===== src/rtl/bsg_manycore_outstanding_tracker.sv =====
// Outstanding remote-request tracker for a manycore tile.
// Counts issued requests that still owe a return packet, throttles issue at a
// credit limit, retires up to ret_ch_p returns per cycle and provides a fence
// handshake that stalls issue until every outstanding request has returned.
module bsg_manycore_outstanding_tracker #(
  parameter int max_out_p     = 32,
  parameter int ret_ch_p      = 2,
  parameter int data_width_p  = 32,
  parameter int cntr_width_lp = $clog2(max_out_p + 1)
) (
  input  logic                     clk_i,
  input  logic                     reset_n_i,
  input  logic                     req_v_i,
  output logic                     req_ready_o,
  input  logic [ret_ch_p-1:0]      ret_v_i,
  input  logic                     fence_v_i,
  output logic                     fence_done_o,
  input  logic                     clear_i,
  output logic [cntr_width_lp-1:0] count_o,
  output logic [data_width_p-1:0]  rdata_o,
  output logic                     idle_o,
  output logic [cntr_width_lp-1:0] max_seen_o,
  output logic                     underflow_o
);

  // Headroom so that count + 1 - (all channels) never wraps; the MSB is the sign.
  localparam int SumW = cntr_width_lp + $clog2(ret_ch_p + 1) + 1;

  typedef enum logic [1:0] {
    IDLE  = 2'd0,
    DRAIN = 2'd1,
    DONE  = 2'd2
  } state_e;

  state_e                   r_state;
  logic                     r_fence_done;
  logic [cntr_width_lp-1:0] r_count;
  logic [cntr_width_lp-1:0] r_max_seen;
  logic                     r_underflow;

  logic                     w_inc;
  logic [SumW-1:0]          w_dec;
  logic [SumW-1:0]          w_sum;
  logic                     w_underflow;
  logic [cntr_width_lp-1:0] w_next;

  // Credits are judged on registered state only, so a same-cycle return
  // never frees a credit until the following cycle.
  assign req_ready_o = (r_state == IDLE) && (r_count < cntr_width_lp'(max_out_p));
  assign w_inc       = req_v_i & req_ready_o;

  // Population count of the return channels retiring this cycle.
  always_comb begin
    w_dec = '0;
    for (int i = 0; i < ret_ch_p; i++) begin
      w_dec = w_dec + SumW'(ret_v_i[i]);
    end
  end

  assign w_sum       = SumW'(r_count) + SumW'(w_inc) - w_dec;
  assign w_underflow = w_sum[SumW-1];
  assign w_next      = w_underflow ? '0 : cntr_width_lp'(w_sum);

  // Outstanding count, high-water mark and sticky underflow flag.
  always_ff @(posedge clk_i or negedge reset_n_i) begin
    if (!reset_n_i) begin
      r_count     <= '0;
      r_max_seen  <= '0;
      r_underflow <= 1'b0;
    end else begin
      r_count <= w_next;
      if (clear_i) begin
        r_max_seen <= w_next;
      end else if (w_next > r_max_seen) begin
        r_max_seen <= w_next;
      end
      if (w_underflow) begin
        r_underflow <= 1'b1;
      end else if (clear_i) begin
        r_underflow <= 1'b0;
      end
    end
  end

  // Fence sequencer: IDLE -> DRAIN on a fence, DRAIN -> DONE once empty, DONE -> IDLE.
  always_ff @(posedge clk_i or negedge reset_n_i) begin
    if (!reset_n_i) begin
      r_state      <= IDLE;
      r_fence_done <= 1'b0;
    end else begin
      r_fence_done <= 1'b0;
      case (r_state)
        IDLE: begin
          if (fence_v_i) begin
            r_state <= DRAIN;
          end
        end
        DRAIN: begin
          if (r_count == '0) begin
            r_state      <= DONE;
            r_fence_done <= 1'b1;
          end
        end
        DONE: begin
          r_state <= IDLE;
        end
        default: begin
          r_state <= IDLE;
        end
      endcase
    end
  end

  assign fence_done_o = r_fence_done;
  assign count_o      = r_count;
  assign rdata_o      = data_width_p'(r_count);
  assign idle_o       = (r_count == '0);
  assign max_seen_o   = r_max_seen;
  assign underflow_o  = r_underflow;

endmodule


===== config.mk =====
export PLATFORM = sky130hd
export DESIGN_NAME = bsg_manycore_outstanding_tracker
export DESIGN_NICKNAME = d
export VERILOG_FILES = /design/src/rtl/bsg_manycore_outstanding_tracker.sv
export SDC_FILE = /design/constraint.sdc
export NUM_CORES = 1
export LEC_CHECK = 0
export CAP_MARGIN = 30
export CORE_UTILIZATION = 38
export CTS_CLUSTER_SIZE = 14
export DETAILED_ROUTE_END_ITERATION = 7
export PLACE_DENSITY_LB_ADDON = 0.12
export SLEW_MARGIN = 30
export SYNTH_ARGS = -nofsm -noshare
export SYNTH_HDL_FRONTEND = slang
export SYNTH_SLANG_ARGS = --single-unit

===== constraint.sdc =====
create_clock -name clk_i -period 3.5 [get_ports clk_i]
set_input_delay 0.7 -clock clk_i [delete_from_list [all_inputs] [get_ports clk_i]]
set_output_delay 0.7 -clock clk_i [all_outputs]
set_load 0.005 [all_outputs]

Yosys cells after proc, flatten, opt, wreduce, memory -nomap -nowiden. Cells that the tools add are included.

Bits in latches: 0. ROM bits: 0. Bits of input ports: 7. Memory bits (writable): 0. Register bits after elaboration: 16. Output and inout port bits: 48. Logic and storage cells: 30. Memories kept: 0.

Add/sub/neg operators: 3. Mux-type cells: 10. Reduce and logical (&&, ||, !) cells: 6. Shift operators: 0. Magnitude comparators: 2. Bitwise gates (word level): 1. $mul: 0. Div/mod/pow operators: 0. Equal/unequal tests: 3.

Operators by type and width (number): $mux 6 (3); $sub 7x2->8 (1); $add 6x1->7 (1); $gt 6x6->1 (1); $logic_not 6->1 (1); $lt 6x6->1 const B (1); $mux 1 (4); $mux 2 (2); $ne 2x2->1 const B (2); $pmux 2 s2 (1); $reduce_bool 2->1 (2); $add 1x1->2 (1); $eq 2x1->1 const B (1); $logic_not 2->1 (1); $reduce_and 2->1 (1); $and 1x1->1 (1); $logic_and 1x1->1 (1).

Longest topological paths before layout.
Word-level depth: 9. Mapped depth: 17. Mapped depth without buffers: 17.

Least setup slack after synthesis. No wires, ideal clock.

Path kind: input to register. Start point: input ret_v_i[0]. End point: register r_max_seen[0] (netlist: max_seen_o[0]). Path buffers: 0. Data arrival time: 3.914 ns. Library setup time: 0.125 ns. Required time: 3.375 ns. Slack: -0.539 ns. Stages: 13. Cell sequence: inv_1 fa_1 ha_1 ha_1 fa_1 nor2b_4 o21a_1 o41ai_1 ha_1 a211oi_1 o221ai_2 o31ai_4 mux2_2.

Longest elaborated chain between the ends: 5. Elaborated cells on any way between the ends: 7. Classes of those cells: 2 x add/sub; 1 x order compare; 3 x mux; 1 x reduce/logical.

RTL lines: start: declaration (line 15) `input logic [ret_ch_p-1:0] ret_v_i,`; $add 1x1->2 (line 56) `w_dec = w_dec + SumW'(ret_v_i[i]);`; $sub 7x2->8 (line 60) `assign w_sum = SumW'(r_count) + SumW'(w_inc) - w_dec;`; $mux 6 (line 62) `assign w_next = w_underflow ? '0 : cntr_width_lp'(w_sum);`; via w_next[5] (line 45) `logic [cntr_width_lp-1:0] w_next;`; $gt 6x6->1 (line 74) `end else if (w_next > r_max_seen) begin`; $reduce_bool 2->1 (no source line); end signal: assignment (line 73) `r_max_seen <= w_next;`; end signal: assignment (line 75) `r_max_seen <= w_next;`; end: declaration (line 38) `logic [cntr_width_lp-1:0] r_max_seen;`.

The timed path passes the listed nets, and every way through them passes these cells. The select of a mux whose other input is x is not followed. A chain may end at the register's enable or synchronous reset.

Worst setup path after layout.
Start point: input ret_v_i[0]. End point: register r_max_seen[2] (netlist: max_seen_o[2]).

Same word-level chain as after synthesis.

==> metrics.txt <==
status=complete, but fails checks; failing checks=negative setup slack; number of nets in the layout=around 190; post-route setup slack=-0.228 ns; H-tree levels=1; vias in the first global route=between 900 and 1k; CP required=~3.7 ns; Reg clk slew, reported paths=0.09 ns; worst r2r src=count_o[0]$_DFF_PN0_; Sw Ratio=between 30% and 40%; syn avg cell area=10.1 sq um; Worst Path Max Fanout=6; chip width=approximately 60 um; crit end category=flop; dpl cells=about 200; post-DR vias/cell=around 4.3; Tightest Hold Check Type=flop to flop; Tcrit/Tclk final=107%; filler instances=about 310; GRT overflow=0; warnings from Yosys=0; area delta synth->final=32.9%; Hold Path Cell Cnt=1; combinational cell fraction of total power=approximately 80%; vias=~900; VDD IR max=~0.60 mV; Post-DP Area=about 0.0016 sq mm; Worst-Margin Slew=0.700 ns; synthesized flop and latch total=16; CP Class=input pin to flop; Worst Reg-to-Reg Cells=14; num rows=20; initial core utilization=41.0%; max frequency=roughly 0.27 GHz; leakage=about 0.83 nW; Final ANT Viol Nets=0; clk root buf=clkbuf_4; Internal=approximately 1.3 mW; Syn Std Cell Area=roughly 0.0013 sq mm; final setup vio count=6; multi-input logic area=between 700 and 800 sq um; met1 wire length=roughly 1100 um; first-pass GRT wire length=approximately 4000 um; unique cell type count in the Yosys netlist=30; initial DRC count=17; Worst Skew=0.0125 ns; PD cells=1260 mW/mm^2; Setup Slack @ Placement=-1.13 ns; IO Pins=55; die height=around 60 um; Remaining DRCs=0; DP HPWL=2060 um; CTS sink count=16; RSZ-0062 raised after global routing=true; Detail Route met3 WL=96 um; Post-Layout Inst Area=roughly 0.0017 sq mm; Post-Syn Instances=around 130; Reg power frac=around 16%; WL final=approximately 2400 um; fin crit period=around 3.7 ns; post-layout total power=2.13 mW; clk_lat worst skew=0.29 ns; WHS=just under 0.5 ns; fin cells=208; Max-slew headroom=between 50% and 60%; WL per Instance=between 10 and 15 um; max-slew violation count=0; IO buf count=28; Seq/Total Area, Yosys=between 30% and 40%; Max Buffers Root-to-Sink=2; startpoint types=input pin; FF/Latch Area=~400 sq um; CTS Buf Count=3; initial antenna violation count=0; hold path start=r_state[1]$_DFFE_PN0P_; Worst EP arrival=between 3 and 4 ns; top routing layer in use=met4; crit path launch=ret_v_i[0]; ANT cells=0; max-cap check violation count=0; P_sw=approximately 850 uW; Hold Vio Cnt, Final=0; CTS tree=done; gr usage total=between 10% and 20%; drt first pass iters=4; routability congestion estimate=0.856; die area=between 0.003 and 0.004 sq mm; Clk pwr share=5.9%; largest net degree at the start of global routing=17; share of cells above drive strength 1=between 20% and 30%; WL met2=between 1000 and 1500 um; core area=0.00310 sq mm; hold buffer count at cts=0
[cell families after synthesis]
group / synth area share, %
AND/OR/NAND/NOR: 8.46
multiplexers: 5.31
AO/OA/AOI/OAI: 11.4
XOR/XNOR: 0.688
buffers and inverters: 24.5
flip-flops: 31.5
other: 0.295
adder cells (fa/ha/maj): 17.9
[metal layers]
metal	GRT usage, %	up-vias
li1	-	437
met1	18.3	433
met2	26.3	31
met3	2.38	2
met4	5.98	0
met5	0	-
[registers in the layout, indices dropped and copies added (netlist names)]
| name | cells |
|---|---|
| count_o | 6 |
| max_seen_o | 6 |
| r_state | 2 |
| fence_done_o | 1 |
| underflow_o | 1 |
[cell usage in the layout (no fill, tap or decap), types with 3 or more instances in the layout]
cell | synthesis | layout
a21oi_1 | 6 | 6
conb_1 | 1 | 26
dfrtp_1 | 16 | 16
clkbuf_4 | 0 | 3
mux2_4 | 0 | 6
buf_4 | 32 | 12
clkdlybuf4s50_1 | 0 | 26
nand2_1 | 4 | 4
ha_1 | 15 | 13
inv_1 | 19 | 17
and2_1 | 3 | 3
[critical path: stages]
cell	delay, ns
buf_6	0.07
inv_2	0.03
fa_1	0.48
ha_2	0.20
ha_4	0.16
fa_2	0.35
nor2b_4	0.14
o21a_1	0.20
o221ai_2	0.15
o41ai_2	0.11
ha_1	0.38
nand4_4	0.13
o221ai_2	0.24
o31ai_4	0.12
buf_12	0.15
mux2_4	0.29
[power groups by stage]
| stage | sequential, mW | combinational [mW] | clock, mW |
|---|---|---|---|
| after floorplan | 0.350 | 0.997 | 0 |
| after global placement | 0.349 | 1.51 | 0 |
| after detailed placement | 0.353 | 1.53 | 0 |
| after CTS | 0.350 | 1.68 | 0.129 |
| after global routing | 0.360 | 1.83 | 0.132 |
| final | 0.347 | 1.66 | 0.126 |
[Yosys cell counts]
master	number	area, sq um
o21bai_1	1	7.51
o211ai_2	1	12.5
o21a_1	1	7.51
fa_1	2	40.0
a211oi_1	2	15.0
a221oi_1	1	8.76
buf_4	32	240
or2_1	1	6.26
and2_1	3	18.8
o221ai_2	1	15.0
and3b_1	2	17.5
xor2_1	1	8.76
conb_1	1	3.75
o41ai_1	1	8.76
a21oi_1	6	30.0
nand2b_1	1	6.26
nor4b_1	1	8.76
o31ai_4	1	21.3
nor2_1	1	3.75
o21ai_0	2	10.0
inv_1	19	71.3
dfrtp_1	16	400
nand2_1	4	15.0
o221ai_1	1	8.76
ha_1	15	188
mux2_1	2	22.5
nor2b_4	1	13.8
nand4_2	1	12.5
mux2_2	4	45.0
nor3_1	1	5.00
[final cells by class]
type                            instances  area share [%]
Multi-Input combinational cell         84            43.0
Sequential cell                        16            23.7
Timing Repair Buffer                   41            23.2
Tap cell                               44            3.25
Inverter                               19            4.66
Clock buffer                            4            2.14
[path summary, 6_finish.rpt]
check / slack, ns / to
setup / recovery: -0.23 / max_seen_o[2]$_DFFE_PN0P_
hold / removal: 0.48 / r_state[0]$_DFFE_PN0P_
setup reg to reg: -0.09 / max_seen_o[2]$_DFFE_PN0P_
hold reg to reg: 0.48 / r_state[0]$_DFFE_PN0P_
max in group asynchronous: 2.23 / count_o[2]$_DFF_PN0_
min in group asynchronous: 0.82 / max_seen_o[3]$_DFFE_PN0P_
[through the flow]
stage / TNS [ns] / util [%]
3_5_place_dp: -6.77 / 52.1
2_1_floorplan: -2.04 / -
4_1_cts: -1.87 / 54.5
5_1_grt: -2.03 / 54.5
3_3_place_gp: -6.14 / 52.1
6_report: -1.28 / 54.5
[repair_timing]
item / 4_1_cts / 5_1_grt
gates resized for setup: 12 / 0
buffers inserted: 2 / 0
pin swaps: 10 / 2
hold endpoints to repair: 0 / 0
setup endpoints to repair: 6 / 6
gates cloned: 0 / 0
No activity file was read; power rests on OpenSTA's default activity.
